### config.mk
export PLATFORM = sky130hd
export DESIGN_NAME = legv8_mem_bus_arbiter
export DESIGN_NICKNAME = d
export VERILOG_FILES = /design/src/rtl/legv8_bus_pkg.sv /design/src/rtl/rr_arbiter_2.sv /design/src/rtl/legv8_mem_bus_arbiter.sv
export SDC_FILE = /design/constraint.sdc
export NUM_CORES = 1
export LEC_CHECK = 0
export ABC_AREA = 1
export CORE_AREA = 2 2 191 193
export CTS_BUF_LIST = sky130_fd_sc_hd__clkbuf_4
export CTS_CLUSTER_DIAMETER = 150
export DETAILED_ROUTE_END_ITERATION = 8
export DIE_AREA = 0 0 193 195
export PLACE_DENSITY = 0.63
export SLEW_MARGIN = 10
export SYNTH_ARGS = -nofsm -noshare
export SYNTH_HDL_FRONTEND = slang
export SYNTH_HIERARCHICAL = 1
export SYNTH_SLANG_ARGS = --single-unit
### constraint.sdc
create_clock -name clock -period 1.45 [get_ports clock]
set_clock_uncertainty 0.05 [all_clocks]
set_input_delay 0.29 -clock clock [delete_from_list [all_inputs] [get_ports clock]]
set_output_delay 0.29 -clock clock [all_outputs]
set_load 0.01 [all_outputs]
### src/rtl/legv8_bus_pkg.sv
// Shared definitions for the LEGv8 memory-port arbiter: FSM encoding,
// requester IDs and default bus widths.
package legv8_bus_pkg;
    localparam int DEF_ADDR_W = 32;
    localparam int DEF_DATA_W = 64;

    typedef enum logic [1:0] {
        IDLE   = 2'd0,
        ACCESS = 2'd1,
        DONE   = 2'd2
    } bus_state_e;

    localparam logic REQ_CPU = 1'b0;
    localparam logic REQ_DMA = 1'b1;
endpackage

### src/rtl/rr_arbiter_2.sv
// Two-way round-robin pick: a lone requester wins, a tie goes to the port
// that did not win last time.
module rr_arbiter_2
    import legv8_bus_pkg::*;
(
    input  logic req0_i,
    input  logic req1_i,
    input  logic last_grant_i,
    output logic grant_valid_o,
    output logic grant_id_o
);
    always_comb begin
        grant_valid_o = req0_i | req1_i;
        if (req0_i && req1_i)
            grant_id_o = ~last_grant_i;
        else if (req1_i)
            grant_id_o = REQ_DMA;
        else
            grant_id_o = REQ_CPU;
    end
endmodule

### src/rtl/legv8_mem_bus_arbiter.sv
// Shares one LEGv8 memory port between the CPU (port 0) and a DMA master
// (port 1): round-robin grant, latched request, fixed wait-state count.
module legv8_mem_bus_arbiter
    import legv8_bus_pkg::*;
#(
    parameter int ADDR_W      = DEF_ADDR_W,
    parameter int DATA_W      = DEF_DATA_W,
    parameter int WAIT_STATES = 1
) (
    input  logic              clock,
    input  logic              reset,
    input  logic              cpu_req,
    input  logic              cpu_we,
    input  logic [ADDR_W-1:0] cpu_addr,
    input  logic [DATA_W-1:0] cpu_wdata,
    output logic [DATA_W-1:0] cpu_rdata,
    output logic              cpu_ack,
    input  logic              dma_req,
    input  logic              dma_we,
    input  logic [ADDR_W-1:0] dma_addr,
    input  logic [DATA_W-1:0] dma_wdata,
    output logic [DATA_W-1:0] dma_rdata,
    output logic              dma_ack,
    output logic [ADDR_W-1:0] mem_addr,
    output logic [DATA_W-1:0] mem_wdata,
    output logic              mem_drive,
    output logic              mem_we,
    output logic              mem_oe,
    input  logic [DATA_W-1:0] mem_rdata,
    output logic              busy,
    output logic              grant_id
);
    localparam logic [3:0] WS_LOAD = 4'(WAIT_STATES);

    bus_state_e        state_q, state_d;
    logic [3:0]        wait_cnt_q, wait_cnt_d;
    logic              we_q, we_d;
    logic [ADDR_W-1:0] addr_q, addr_d;
    logic [DATA_W-1:0] wdata_q, wdata_d;
    logic              grant_id_q, grant_id_d;
    logic              last_grant_q, last_grant_d;
    logic [DATA_W-1:0] cpu_rdata_q, cpu_rdata_d;
    logic [DATA_W-1:0] dma_rdata_q, dma_rdata_d;
    logic              arb_valid, arb_id;

    rr_arbiter_2 u_arb (
        .req0_i        (cpu_req),
        .req1_i        (dma_req),
        .last_grant_i  (last_grant_q),
        .grant_valid_o (arb_valid),
        .grant_id_o    (arb_id)
    );

    always_comb begin
        state_d      = state_q;
        wait_cnt_d   = wait_cnt_q;
        we_d         = we_q;
        addr_d       = addr_q;
        wdata_d      = wdata_q;
        grant_id_d   = grant_id_q;
        last_grant_d = last_grant_q;
        cpu_rdata_d  = cpu_rdata_q;
        dma_rdata_d  = dma_rdata_q;
        case (state_q)
            IDLE: begin
                if (arb_valid) begin
                    state_d    = ACCESS;
                    wait_cnt_d = WS_LOAD;
                    grant_id_d = arb_id;
                    if (arb_id == REQ_DMA) begin
                        we_d    = dma_we;
                        addr_d  = dma_addr;
                        wdata_d = dma_wdata;
                    end else begin
                        we_d    = cpu_we;
                        addr_d  = cpu_addr;
                        wdata_d = cpu_wdata;
                    end
                end
            end
            ACCESS: begin
                // Read data is sampled on the final access cycle.
                if (wait_cnt_q == 4'd0) begin
                    state_d = DONE;
                    if (!we_q) begin
                        if (grant_id_q == REQ_DMA)
                            dma_rdata_d = mem_rdata;
                        else
                            cpu_rdata_d = mem_rdata;
                    end
                end else begin
                    wait_cnt_d = wait_cnt_q - 4'd1;
                end
            end
            DONE: begin
                last_grant_d = grant_id_q;
                state_d      = IDLE;
            end
            default: state_d = IDLE;
        endcase
    end

    always_ff @(posedge clock) begin
        if (reset) begin
            state_q      <= IDLE;
            wait_cnt_q   <= 4'd0;
            we_q         <= 1'b0;
            addr_q       <= '0;
            wdata_q      <= '0;
            grant_id_q   <= REQ_CPU;
            last_grant_q <= REQ_DMA;
            cpu_rdata_q  <= '0;
            dma_rdata_q  <= '0;
        end else begin
            state_q      <= state_d;
            wait_cnt_q   <= wait_cnt_d;
            we_q         <= we_d;
            addr_q       <= addr_d;
            wdata_q      <= wdata_d;
            grant_id_q   <= grant_id_d;
            last_grant_q <= last_grant_d;
            cpu_rdata_q  <= cpu_rdata_d;
            dma_rdata_q  <= dma_rdata_d;
        end
    end

    always_comb begin
        mem_addr  = (state_q == IDLE) ? '0 : addr_q;
        mem_wdata = (state_q == IDLE) ? '0 : wdata_q;
        mem_we    = (state_q == ACCESS) && we_q;
        mem_drive = (state_q == ACCESS) && we_q;
        mem_oe    = (state_q == ACCESS) && !we_q;
        cpu_ack   = (state_q == DONE) && (grant_id_q == REQ_CPU);
        dma_ack   = (state_q == DONE) && (grant_id_q == REQ_DMA);
        busy      = (state_q != IDLE);
        grant_id  = grant_id_q;
        cpu_rdata = cpu_rdata_q;
        dma_rdata = dma_rdata_q;
    end
endmodule

==> Yosys cells after proc, flatten, opt, wreduce, memory -nomap -nowiden <==
Cells that the tools add are included.
{ "totals": {"reg_bits": 233, "in_bits": 262, "out_inout_bits": 231, "elab_cells": 47} }
{ "op_classes": {"n_addsub": 1, "eq_ne": 5, "n_mux": 13, "bitwise": 4, "reduce_logical": 15} }
{ "ops": {"columns": ["cell", "count"], "rows": [
  ["$mux W64", 2],
  ["$mux W32", 2],
  ["$mux W4", 2],
  ["$pmux W4 S2", 1],
  ["$reduce_and A4 Y1", 2],
  ["$ne A2 B2 Y1 const B", 3],
  ["$logic_and A1 B1 Y1", 5],
  ["$logic_not A4 Y1", 1],
  ["$mux W2", 2],
  ["$pmux W2 S2", 1],
  ["$reduce_and A2 Y1", 2],
  ["$reduce_bool A2 Y1", 2],
  ["$sub A4 B1 Y4 const B", 1],
  ["$mux W1", 3],
  ["$not A1 Y1", 3],
  ["$reduce_and A3 Y1", 1],
  ["$eq A2 B1 Y1 const B", 1],
  ["$eq A2 B2 Y1 const B", 1],
  ["$logic_not A2 Y1", 1],
  ["$logic_not A1 Y1", 1],
  ["$or A1 B1 Y1", 1]
]} }

==> Logic depth before layout (Yosys ltp) <==
Gate-level depths: netlist (run 1).
{ "logic_depth": {"ltp_word": 3, "depth_mapped": 10, "ltp_nobuf": 8} }

==> Modules after synthesis <==
Netlist (run 1), hierarchy kept.
{ "by_module_without_submodules": {"columns": ["mod", "instances", "cells_each", "area_each_um2", "seq_area_each_um2"], "rows": [
  ["legv8_mem_bus_arbiter", 1, 1666, 10772.8, 4664.5],
  ["rr_arbiter_2", 1, 3, 15.0, 0.0]
]} }

==> Worst setup path before layout (run 1) <==
No wires, ideal clock.
{ "synth_path": {"path_kind": "reg-to-reg", "start": "reg last_grant_q", "end": "reg wdata_q[42]", "setup_ns": 0.070, "arrival_time_ns": 1.415, "t_required_ns": 1.330, "setup_slack_ns": -0.085, "stages_incl_launch_ff": 9, "path_buffers": 3, "period_less_slack_ns": 1.535, "cell_sequence": "dfxtp_1 a21oi_1 buf_4 buf_2 buf_2 nand2_1 o21ai_0 o21ai_0 a21oi_1"} }
{ "synth_between": {"elab_chain_cells": 3} }
{ "synth_lines": {"columns": ["element", "line_no", "source"], "rows": [
  ["start, declared", "legv8_mem_bus_arbiter.sv:41", "logic last_grant_q, last_grant_d;"],
  ["start signal, assigned", "legv8_mem_bus_arbiter.sv:121", "last_grant_q <= last_grant_d;"],
  ["$not A1 Y1", "rr_arbiter_2.sv:15", "grant_id_o = ~last_grant_i;"],
  ["$mux W1", "rr_arbiter_2.sv:14", "if (req0_i && req1_i)"],
  ["net arb_id", "legv8_mem_bus_arbiter.sv:44", "logic arb_valid, arb_id;"],
  ["$mux W64", "legv8_mem_bus_arbiter.sv:70", "if (arb_id == REQ_DMA) begin"],
  ["end signal, assigned", "legv8_mem_bus_arbiter.sv:119", "wdata_q <= wdata_d;"],
  ["end, declared", "legv8_mem_bus_arbiter.sv:39", "logic [DATA_W-1:0] wdata_q, wdata_d;"]
]} }
The timed path passes the listed nets, and every way through them passes these cells.
A chain may end at the register's enable or synchronous reset.

==> Worst setup path after layout (run 1) <==
{ "layout_path": {"start": "reg state_q[1]", "end": "out mem_addr[14]"} }
{ "layout_between": {"elab_chain_cells": 2} }
{ "layout_lines": {"columns": ["element", "line_no", "source"], "rows": [
  ["start, declared", "legv8_mem_bus_arbiter.sv:35", "bus_state_e state_q, state_d;"],
  ["start signal, assigned", "legv8_mem_bus_arbiter.sv:115", "state_q <= state_d;"],
  ["$logic_not A2 Y1", "legv8_mem_bus_arbiter.sv:128", "mem_addr = (state_q == IDLE) ? '0 : addr_q;"],
  ["$mux W32", "legv8_mem_bus_arbiter.sv:128", null],
  ["end, declared", "legv8_mem_bus_arbiter.sv:24", "output logic [ADDR_W-1:0] mem_addr,"]
]} }
Every way passes these cells.

==> summary by stage, run 1 <==
Critical path
The type of the worst setup path is reg -> out. The critical path starts at state_q[1]$_SDFFE_PP0P_. The worst register-to-register path begins at state_q[1]$_SDFFE_PP0P_. Data on the critical path is required at its endpoint by 1.11 ns.

The worst register-to-register path has a depth of 14. The slowest cell on the critical path is dfxtp_2. The worst setup path is captured at an output pin.

The maximum fanout encountered on the critical timing path is 10. The largest single stage delay on the critical path is 0.33 ns. Broken down by cell family, the worst path's largest delay share belongs to buffers and inverters. The arrival time at the worst endpoint is 1.78 ns. The worst register-to-register path ends at cpu_rdata[48]$_SDFFE_PP0P_.

The type of origin of the critical path is a register. The signal on the critical path passes through nor2_4 > buf_12 > buf_8 > nor2_1 > dlygate4sd2_1. The flop-to-flop setup slack is -0.39 ns. The number of buffers and inverters on the critical path is 3. The last element of the critical path is mem_addr[14]. The critical path crosses 5 cells after its start point.

Synthesis
The yosys synthesis warning count is 6. The fraction of synthesized area in multiplexers is 0%. The average instance in the mapped netlist occupies 6.46 um^2.

The gate count after technology mapping is 1,669. The synthesized netlist net count is 1,933. Summing the areas of all and, or, nand and nor instances in the mapped netlist gives 27.7% of the synthesized area. The synthesized-area fraction occupied by xor and xnor cells is 0%.

The flop and latch count out of synthesis is 233. Synthesis instantiated 22 different standard cells from the library. The area of the mapped netlist is 10,800 um^2. After synthesis, the largest family of logic cells by area is simple AND/OR/NAND/NOR gates. The synthesized-area fraction occupied by adder cells is 0.232%.

The share of synthesized area occupied by flip-flops and latches is 43.2%. Summing the areas of all compound-gate instances in the mapped netlist gives 13.9% of the synthesized area.

Detailed routing
Detailed routing inserted a total of 12,369 vias. After detailed routing, the total wire length is 41.9 mm. The first detailed-routing pass ran for 5 iterations.

The average wire length per cell after detail routing is 15.3 um. The number of violations reported at the end of detailed-routing iteration 0 is 509. The remaining antenna violation count is 0. After detailed routing, the number of vias per cell comes to 4.51.

After detailed routing, the number of remaining DRC violations is 0.

Die
For this design the top-level I/O count stands at 493. The initial core utilization is 30.5%. Measured along the y axis, the die boundary spans 195 um. The die outline area is 37,600 um^2.

The placeable core region is 35,400 um^2. The horizontal die dimension is 193 um. The number of placement rows is 69.

CTS
The CTS tree is yes. The later-pin clock latency in the skew report is 0.66 ns. The clock tree buffer depth is 3. The CTS H-tree depth is 3. In this run the clock root is driven by a clkbuf_4. For this design, the sink count on the clock tree is 233. The number of hold-repair buffers added at the cts stage is 0. In this run, CTS created clock tree buffers numbering 66. The clock-pin slew on the worst setup and hold paths is 0.07 ns.

STA
Measured against its own limit, the worst slew margin works out to 71.0%. Setup repair after global routing could not meet its margin everywhere. The slew of the pin with the lowest slew margin is 0.431 ns. The worst hold slack is 0.220 ns. The smallest clock period supported by the final layout is computed as 2.12 ns. The final count of hold timing violations is 0. In the finished design, the share of the clock period the worst path needs comes to 146%. In the post-route analysis, the smallest setup slack over all paths is -0.674 ns. The final number of max-transition violations came to 0. The upper clock frequency limit is 471 MHz. Setup total negative slack on the finished layout was measured at -97.15 ns. Setup violations remaining at the end of the flow were counted as 337.

Global routing
Entering global routing, the biggest net connects 62 pins. The number of global-route vias before repair came to 11,985. The initial antenna violation count is 2. In the global route stage, overall resource usage came out at 20.6%. The total grt overflow is 0.

The first global-routing pass estimated 61.3 mm of wire.

Place
The final RePlAce weighted congestion is 0.859. Once detailed placement completed, the half-perimeter wirelength came to 30.2 mm. In this run, placement finished with an instance count of 2,601.

The count of buffers added on input and output ports is 492.

Pwr
For this design the ratio of total power to cell area is 1140 nW/um^2. The worst ir drop on vdd is 0.536 mV. The leakage power figure is 8.52 nW.

Worst hold path
The path class of the lowest-slack min-delay path is in -> reg. The cell count of the worst hold path is 5.

Cells and area
Cells with a size suffix above 1 make up 28.6% of the layout. The top cell types in the final layout, fill and taps aside, are nor2_1, nand2_1, inv_1, clkdlybuf4s50_1, o21ai_0. The area added between synthesis and finish is 69.3%.

For this run, the share of the core covered by cells in the final layout is 51.6%. The layout has 3,507 filler cells. After the last flow step, the layout net total stands at 2,500. The most common library cell in the layout ignoring fill and taps is nor2_1. The number of cells in the finished layout apart from fillers is 2,741.

Status
The run finished, with violations left. The checks that failed: setup timing.

Flow run
The count of max-cap constraint violations is 0.
metal layers:
| metal | wire, um | GRT usage, % |
|---|---|---|
| met1 | 16100 | 22.9 |
| met3 | 3610 | 5.73 |
| met5 | 13 | 0 |
| met4 | 1070 | 7.04 |
| met2 | 21100 | 37.2 |
kinds of logic (layout without fill, tap and decap cells):
logic type / count (synthesis) / after routing
AOI/OAI and AO/OA: 300 / 300
adders and majority gates: 2 / 2
buffers and inverters: 391 / 1001
DFF: 233 / 233
other: 0 / 1
and+or+nand+nor: 743 / 743
worst min path at each step:
stage / from / end
after floorplan: reset / wait_cnt_q[2]$_SDFFE_PP0P_
after global placement: wdata_q[0]$_SDFFE_PP0P_ / wdata_q[0]$_SDFFE_PP0P_
after detailed placement: wdata_q[0]$_SDFFE_PP0P_ / wdata_q[0]$_SDFFE_PP0P_
after CTS: mem_rdata[55] / cpu_rdata[55]$_SDFFE_PP0P_
after global routing: mem_rdata[12] / cpu_rdata[12]$_SDFFE_PP0P_
final: mem_rdata[12] / cpu_rdata[12]$_SDFFE_PP0P_
sequential cells by signal (all words and copies together), names as in the netlist:
name and flops:
cpu_rdata 64, last_grant_q 1, addr_q 32, grant_id 1, wait_cnt_q 4, state_q 2
wdata_q 64, we_q 1, dma_rdata 64
what timing repair did:
item | in CTS | in global routing
cloned | 2 | 10
setup endpoints to repair | 462 | 462
setup buffers | 14 | 6
resized for setup | 1169 | 88
pin swaps | 1 | 30
layout make-up:
class / count / area [um^2] / share of cell area [%]
repair buffers: 616 / 6250 / 34.2
clock buffers: 99 / 743 / 4.07
flip-flops and latches: 233 / 4830 / 26.4
clock inverters: 12 / 76.3 / 0.418
multi-input cells: 1045 / 4750 / 26.0
well taps: 461 / 577 / 3.16
diodes: 1 / 2.50 / 0.0137
inverters: 274 / 1040 / 5.68
through the flow:
step	cell area, um^2	setup WS, ns	power, W
2_1_floorplan	10800	0.0123	0.0107
3_3_place_gp	16800	-0.490	0.0141
3_5_place_dp	16800	-0.524	0.0142
4_1_cts	17900	-0.771	0.0207
5_1_grt	18300	-0.804	0.0221
6_report	18300	-0.674	0.0208
where the power goes:
| part | internal (W) | leakage, nW | total, W | switching [W] |
|---|---|---|---|---|
| logic | 0.00338 | 6.06 | 0.00706 | 0.00368 |
| registers | 0.00729 | 1.97 | 0.00766 | 0.000378 |
| clock network | 0.00328 | 0.496 | 0.00608 | 0.00280 |
synthesized netlist by cell type:
master	number	area [um^2]
buf_1	14	52.6
inv_2	3	11.3
nand2_2	1	6.26
nand3_1	5	25.0
buf_2	27	135
inv_1	271	1020
dfxtp_1	233	4660
nor3_1	2	10.0
ha_1	2	25.0
nor3_4	1	16.3
nor2_1	361	1360
buf_6	6	67.6
nand2_1	306	1150
nand4_1	64	400
nor2_4	1	11.3
nand2_4	1	11.3
buf_4	16	120
o21ai_1	13	65.1
a21oi_1	102	510
o21ai_0	185	926
clkbuf_1	54	203
or2_1	1	6.26
worst min-delay path, stage by stage:
cell and delay, ns:
clkdlybuf4s50_1 0.39, inv_1 0.07, nand2_1 0.05, nand2_1 0.05, nor2_1 0.03
Power figures use the tool's default switching activity.
==> run 2: changes to the inputs <==
Settings changed: REMOVE_ABC_BUFFERS set to 1, SKIP_LAST_GASP set to 1.
==> run 2 against run 1 <==
The run still ends with setup timing left; critical path depth is 2 higher; sequential share of layout area is 1.3 points lower; combinational power is 21% higher; critical path type unchanged.
==> summary by stage, run 2 (synthesis gave the netlist of run 1 again) <==
Cells and area
The most common library cell in the layout ignoring fill and taps is nor2_1. The finished layout cell area is 19,200 um^2. The area added between synthesis and finish is 78.2%. The share of post-route cells with drive strength above 1 is 29.6%. 0 antenna diodes ended up in the layout. The final layout net count is 2,545. In the layout the commonest cells are nor2_1, nand2_1, inv_1, clkdlybuf4s50_1, buf_6. The filler cell count is 3,317.

Critical path
The type of the worst setup path is reg -> out. The worst endpoint required time is 1.11 ns. The maximum fanout encountered on the critical timing path is 6. Broken down by cell family, the worst path's largest delay share belongs to buffers and inverters. The critical path contains buffers and inverters numbering 5 combined. Counting cells, the worst reg-to-reg path comes to 11. STA classifies the critical path endpoint as an output pin.

The type of origin of the critical path is a register. The arrival time at the worst endpoint is 1.86 ns. The critical path goes through nor2_4 > buf_12 > buf_8 > buf_12 > buf_16 > nor2_4 > buf_6. The cell count along the critical path is 7. In this design, the stage delay of the slowest critical-path cell is 0.35 ns. The slowest cell on the critical path is dfxtp_2.

Pwr
Total power for the finished layout comes to 0.0220 W. The cell area power density is 1140 nW/um^2. The worst ir drop on vdd is 0.643 mV. In this run the static leakage power is 8.90 nW.

Global routing
The initial antenna violation count is 0. Summed over all layers, the global routing overflow is 0. The maximum number of pins on one net before global-route repair is 67. The number of global-route vias before repair was 12,469. The first-pass GRT wire length is 64.0 mm. The overall routing resource usage is 21.4%.

Worst hold path
The tightest min-delay check is of the in -> reg type. The cell count of the worst hold path is 5.

STA
Measured against its own limit, the worst slew margin works out to 31.5%. The final count of hold timing violations is 0. The final cycle utilization of the critical path is 152%. The final number of max-transition violations is 0. The final worst slack is -0.754 ns. The final number of setup-violating endpoints is 462. The final critical path time including I/O delays and setup is 2.20 ns. Setup repair after global routing could not meet its margin everywhere.

For this run, the top clock speed supported by timing is 454 MHz. The slew of the pin with the lowest slew margin is 1.03 ns.

CTS
Counting every sink on the clock net gives 233. The clock-pin slew on the worst setup and hold paths is 0.06 ns. Counting along the longest clock path gives a buffer depth of 3. Buffers inserted during clock tree synthesis total 60. The later-pin clock latency in the skew report is 0.70 ns.

The CTS tree is yes. The CTS H-tree depth is 2. In this run the clock root is driven by a clkbuf_4.

The number of hold-repair buffers added at the cts stage is 0.

Place
The placed wire-length estimate after detailed placement is 29.8 mm. Once placement finished, the instance area stood at 16,900 um^2. Buffers placed on the I/O ports in this run total 492.

The final RePlAce weighted congestion is 0.883.

Die
Once the floorplan was initialized, standard cells occupied 30.5% of the core. The number of placement rows is 69. In this run the count of I/O pins placed on the die edge is 493. The horizontal die dimension is 193 um. The die outline area is 37,600 um^2. After floorplanning, the core was sized to cover 35,400 um^2. The die boundary height is 195 um.

Status
The checks that failed: setup timing. The flow ran to the end, but the final reports show violations.

Detailed routing
The detailed-route DRC error count is 0. After the first detailed-routing iteration, the DRC count stood at 600. For this block, the via count after detailed routing is 12,641.

The remaining antenna violation count is 0. Dividing the detail-routed wire length by the instance count gives 15.2 um. In the routed layout, each cell is associated on average with a via count of 4.54. The first-pass detailed-route iteration total is 5. After detailed routing, the total wire length is 42.4 mm.

Flow run
The count of max-cap constraint violations is 0.
-- run 2: repair_timing --
item	in CTS	in global routing
cloned	33	0
pin swaps	6	1
setup buffers	25	3
resized for setup	1337	22
setup endpoints to repair	462	462
-- run 2: final cells by class --
type                    count  area (um^2)  area share, %
multi-input cells        1050         4890           25.5
clock inverters            14         83.8          0.436
repair buffers            662         7100           36.9
inverters                 274         1040           5.40
clock buffers              93          698           3.63
well taps                 461          577           3.00
flip-flops and latches    233         4830           25.1
-- run 2: power by group --
part | internal, W | total [W] | leakage (nW) | switching [W]
Clock | 0.00307 | 0.00582 | 0.466 | 0.00275
Combinational | 0.00442 | 0.00853 | 6.47 | 0.00411
Sequential | 0.00728 | 0.00766 | 1.97 | 0.000374
Total | 0.0148 | 0.0220 | 8.90 | 0.00723
-- run 2: worst paths after layout --
kind	start	to	slack, ns
min	mem_rdata[18]	cpu_rdata[18]$_SDFFE_PP0P_	0.15
max reg2reg	state_q[1]$_SDFFE_PP0P_	wdata_q[10]$_SDFFE_PP0P_	-0.54
min reg2reg	wdata_q[19]$_SDFFE_PP0P_	wdata_q[19]$_SDFFE_PP0P_	0.40
max	state_q[1]$_SDFFE_PP0P_	mem_wdata[17]	-0.75
-- run 2: stage by stage --
step           worst slack (ns)  util [%]  instances  hold WS, ns  TNS (ns)
2_1_floorplan             -5.88         -       1552        0.309  -1023.41
3_3_place_gp             -0.446      47.9       2621        0.388    -81.50
3_5_place_dp             -0.486      47.9       2621        0.395    -86.66
4_1_cts                  -0.816      54.0       2785       0.0691   -160.30
5_1_grt                  -0.882      54.3       2787        0.119   -193.39
6_report                 -0.754      54.3       2787        0.154   -146.41
-- run 2: routing by layer --
layer | track usage [%] | part of all wire (%) | vias up
li1 | - | - | 6389
met1 | 25.1 | 40 | 5662
met2 | 38.0 | 49 | 501
met3 | 4.22 | 7.5 | 89
met4 | 8.42 | 3.6 | 0
met5 | 0 | 0 | -
-- run 2: tightest hold or removal path, cell delays in order --
cell	delay (ns)
clkdlybuf4s50_1	0.40
inv_1	0.07
nand2_1	0.05
nand2_1	0.05
nor2_1	0.03
==> run 3: changes to the inputs <==
Settings changed: SETUP_SLACK_MARGIN set to 0.2.
==> run 3 against run 2 <==
The run still ends with setup timing left; first-iteration DRC count is 0.50% higher; combinational power is 17% higher; largest power group unchanged; die area stayed put; sequential share of layout area is 1.7 points lower; routed wire length is 5.8% higher; sequential power hardly changed.
==> summary by stage, run 3 (synthesis gave the netlist of run 1 again) <==
Status
The flow ran to the end, but the final reports show violations. The checks that failed: setup timing.

STA
In the finished design, the share of the clock period the worst path needs comes to 153%. Setup repair after global routing could not meet its margin everywhere. The smallest clock period supported by the final layout is computed as 2.21 ns.

The final number of setup-violating endpoints is 462. The slew of the pin with the lowest slew margin is 0.864 ns. The final worst slack is -0.762 ns. The final number of max-transition violations is 0. Measured against its own limit, the worst slew margin works out to 42.4%.

The worst hold slack is 0.153 ns. The upper clock frequency limit is 452 MHz. The accumulated negative setup slack is -149.00 ns. The final count of hold timing violations came to 0.

Place
The placed wire-length estimate after detailed placement is 29.8 mm. The final RePlAce weighted congestion is 0.883. The count of input and output buffers is 492. Including well taps, the total number of placed cells is 2,621.

Die
The floorplan step set the die height to 195 um. The placeable core region is 35,400 um^2. The horizontal die dimension is 193 um.

In this run the core area contains 69 standard-cell rows. The die covers 37,600 um^2. 493 I/O pins were placed. The initial core utilization is 30.5%.

Global routing
Global routing finished with a remaining overflow of 0. The first global-routing pass estimated 63.4 mm of wire. In the global route stage, overall resource usage came out at 21.2%. Entering global routing, the biggest net connects 67 pins. The initial antenna violation count is 0. The number of global-route vias before repair was 12,382.

Cells and area
The top cell types in the final layout, fill and taps aside, are nand2_1, nor2_1, inv_1, clkdlybuf4s50_1, buf_6. The area growth from synthesis to layout is 91.4%. The number of antenna diodes in the final layout is 0. The final layout net count is 2,562. The number of cells in the finished layout apart from fillers is 2,804.

The most common library cell in the layout ignoring fill and taps is nand2_1. Cells with a size suffix above 1 make up 37.4% of the layout. For this run, the share of the core covered by cells in the final layout is 58.3%.

Pwr
The net switching component of the power is 0.00806 W. Sequential cells account for 32.7% of the total power. The part of the total power dissipated in combinational logic is 42.5%.

Dividing total power by cell area gives a power density of 1140 nW/um^2. The analysis attributes to cell leakage a power of 9.20 nW. The internal portion of total power is 0.0154 W. IR analysis of the VDD net gives a maximum drop of 0.645 mV. The design draws 0.0234 W. The clock network accounts for 24.8% of the total power. Net switching is 34.4% of the power.

Detailed routing
In this run the remaining antenna-violating nets after routing total 0. The total wire length is 44.9 mm. After detailed routing, the number of remaining DRC violations is 0. The number of violations reported at the end of detailed-routing iteration 0 is 603.

The per-cell via count in the routed design is 4.61. The average wire length per cell after detail routing is 16.0 um. The total via count after detailed routing is 12,931. The first detailed-routing pass ran for 4 iterations.

CTS
The clock drives 233 sinks. The clock tree buffer depth is 3. At the later pin of the worst-skew pair, clock insertion delay measures 0.70 ns.

CTS built an H-tree with a depth of 2. The TritonCTS buffer count is 60. TritonCTS built the clock tree. After clock tree synthesis, the clock-pin slew on the worst setup and hold paths is 0.07 ns.

Clock tree synthesis selected as its root buffer the cell clkbuf_4. The number of hold-repair buffers added at the cts stage is 0.

Flow run
The count of max-cap constraint violations is 0.

Critical path
The type of origin of the critical path is a register. The arrival time at the worst endpoint is 1.87 ns. The worst endpoint required time is 1.11 ns. The type of the worst setup path is reg -> out. STA classifies the critical path endpoint as an output pin. Along the worst path, the maximum fanout reaches 7.

Worst hold path
The path class of the lowest-slack min-delay path is in -> reg.
==> run 3: changes by cell type in the layout (fill, tap and decap cells not counted), moves of 31 or more <==
cell | previous run | this run
a21oi_1 | 101 | 56
a21oi_2 | 0 | 44
buf_6 | 169 | 208
nor2_1 | 315 | 284
o21ai_0 | 167 | 101
o21ai_2 | 6 | 73
==> run 3: worst paths after layout <==
kind / startpoint / end / slack, ns / depth (start not counted)
min reg2reg: addr_q[1]$_SDFFE_PP0P_ / addr_q[1]$_SDFFE_PP0P_ / 0.40 / 2
min: mem_rdata[18] / cpu_rdata[18]$_SDFFE_PP0P_ / 0.15 / 5
max reg2reg: state_q[1]$_SDFFE_PP0P_ / wdata_q[57]$_SDFFE_PP0P_ / -0.59 / 12
max: state_q[0]$_SDFFE_PP0P_ / mem_addr[26] / -0.76 / 7
==> run 3: routing by layer <==
metal	global-route usage, %	share of wire (%)	wire, um	vias up
met2	38.4	50	22600	498
met3	4.01	6.9	3080	91
met1	24.7	39	17700	5909
li1	-	-	-	6433
met4	7.27	3.5	1550	0
met5	0	0	0	-
==> run 3: metrics by stage <==
| stage | cell area (um^2) | setup WS [ns] |
|---|---|---|
| floorplan | 10200 | -5.88 |
| global route | 20600 | -0.877 |
| detailed placement | 16900 | -0.486 |
| global placement | 16900 | -0.446 |
| CTS | 19000 | -0.816 |
| finish | 20600 | -0.762 |
==> run 3: power groups by stage <==
stage | registers (W) | clock network [W] | logic [W]
after floorplan | 0.00778 | 0 | 0.00283
after global routing | 0.00773 | 0.00629 | 0.0106
final | 0.00767 | 0.00582 | 0.00996
after global placement | 0.00763 | 0 | 0.00665
after detailed placement | 0.00766 | 0 | 0.00672
after CTS | 0.00766 | 0.00597 | 0.00830
==> run 3: final cells by class <==
cell class                 instances  area (um^2)
sequential                       233         4830
timing repair buffer             677         7550
multi-input combinational       1052         5860
inverter                         274         1040
fill                            3097        14800
clock buffer                      93          698
clock inverter                    14         83.8
tap                              461          577
==> run 3: what timing repair did <==
| action | in CTS | in global routing |
|---|---|---|
| cloned | 28 | 12 |
| endpoints found under the setup margin | 462 | 463 |
| buffers inserted | 22 | 14 |
| gates resized for setup | 1356 | 356 |
| pin swaps | 24 | 99 |
==> run 3: worst max-delay path, stage by stage, from the launching register on <==
cell and delay (ns):
dfxtp_2 0.36, nor2_4 0.05, buf_12 0.13, buf_12 0.15, buf_12 0.13, buf_16 0.12, nor2_2 0.08, buf_2 0.15
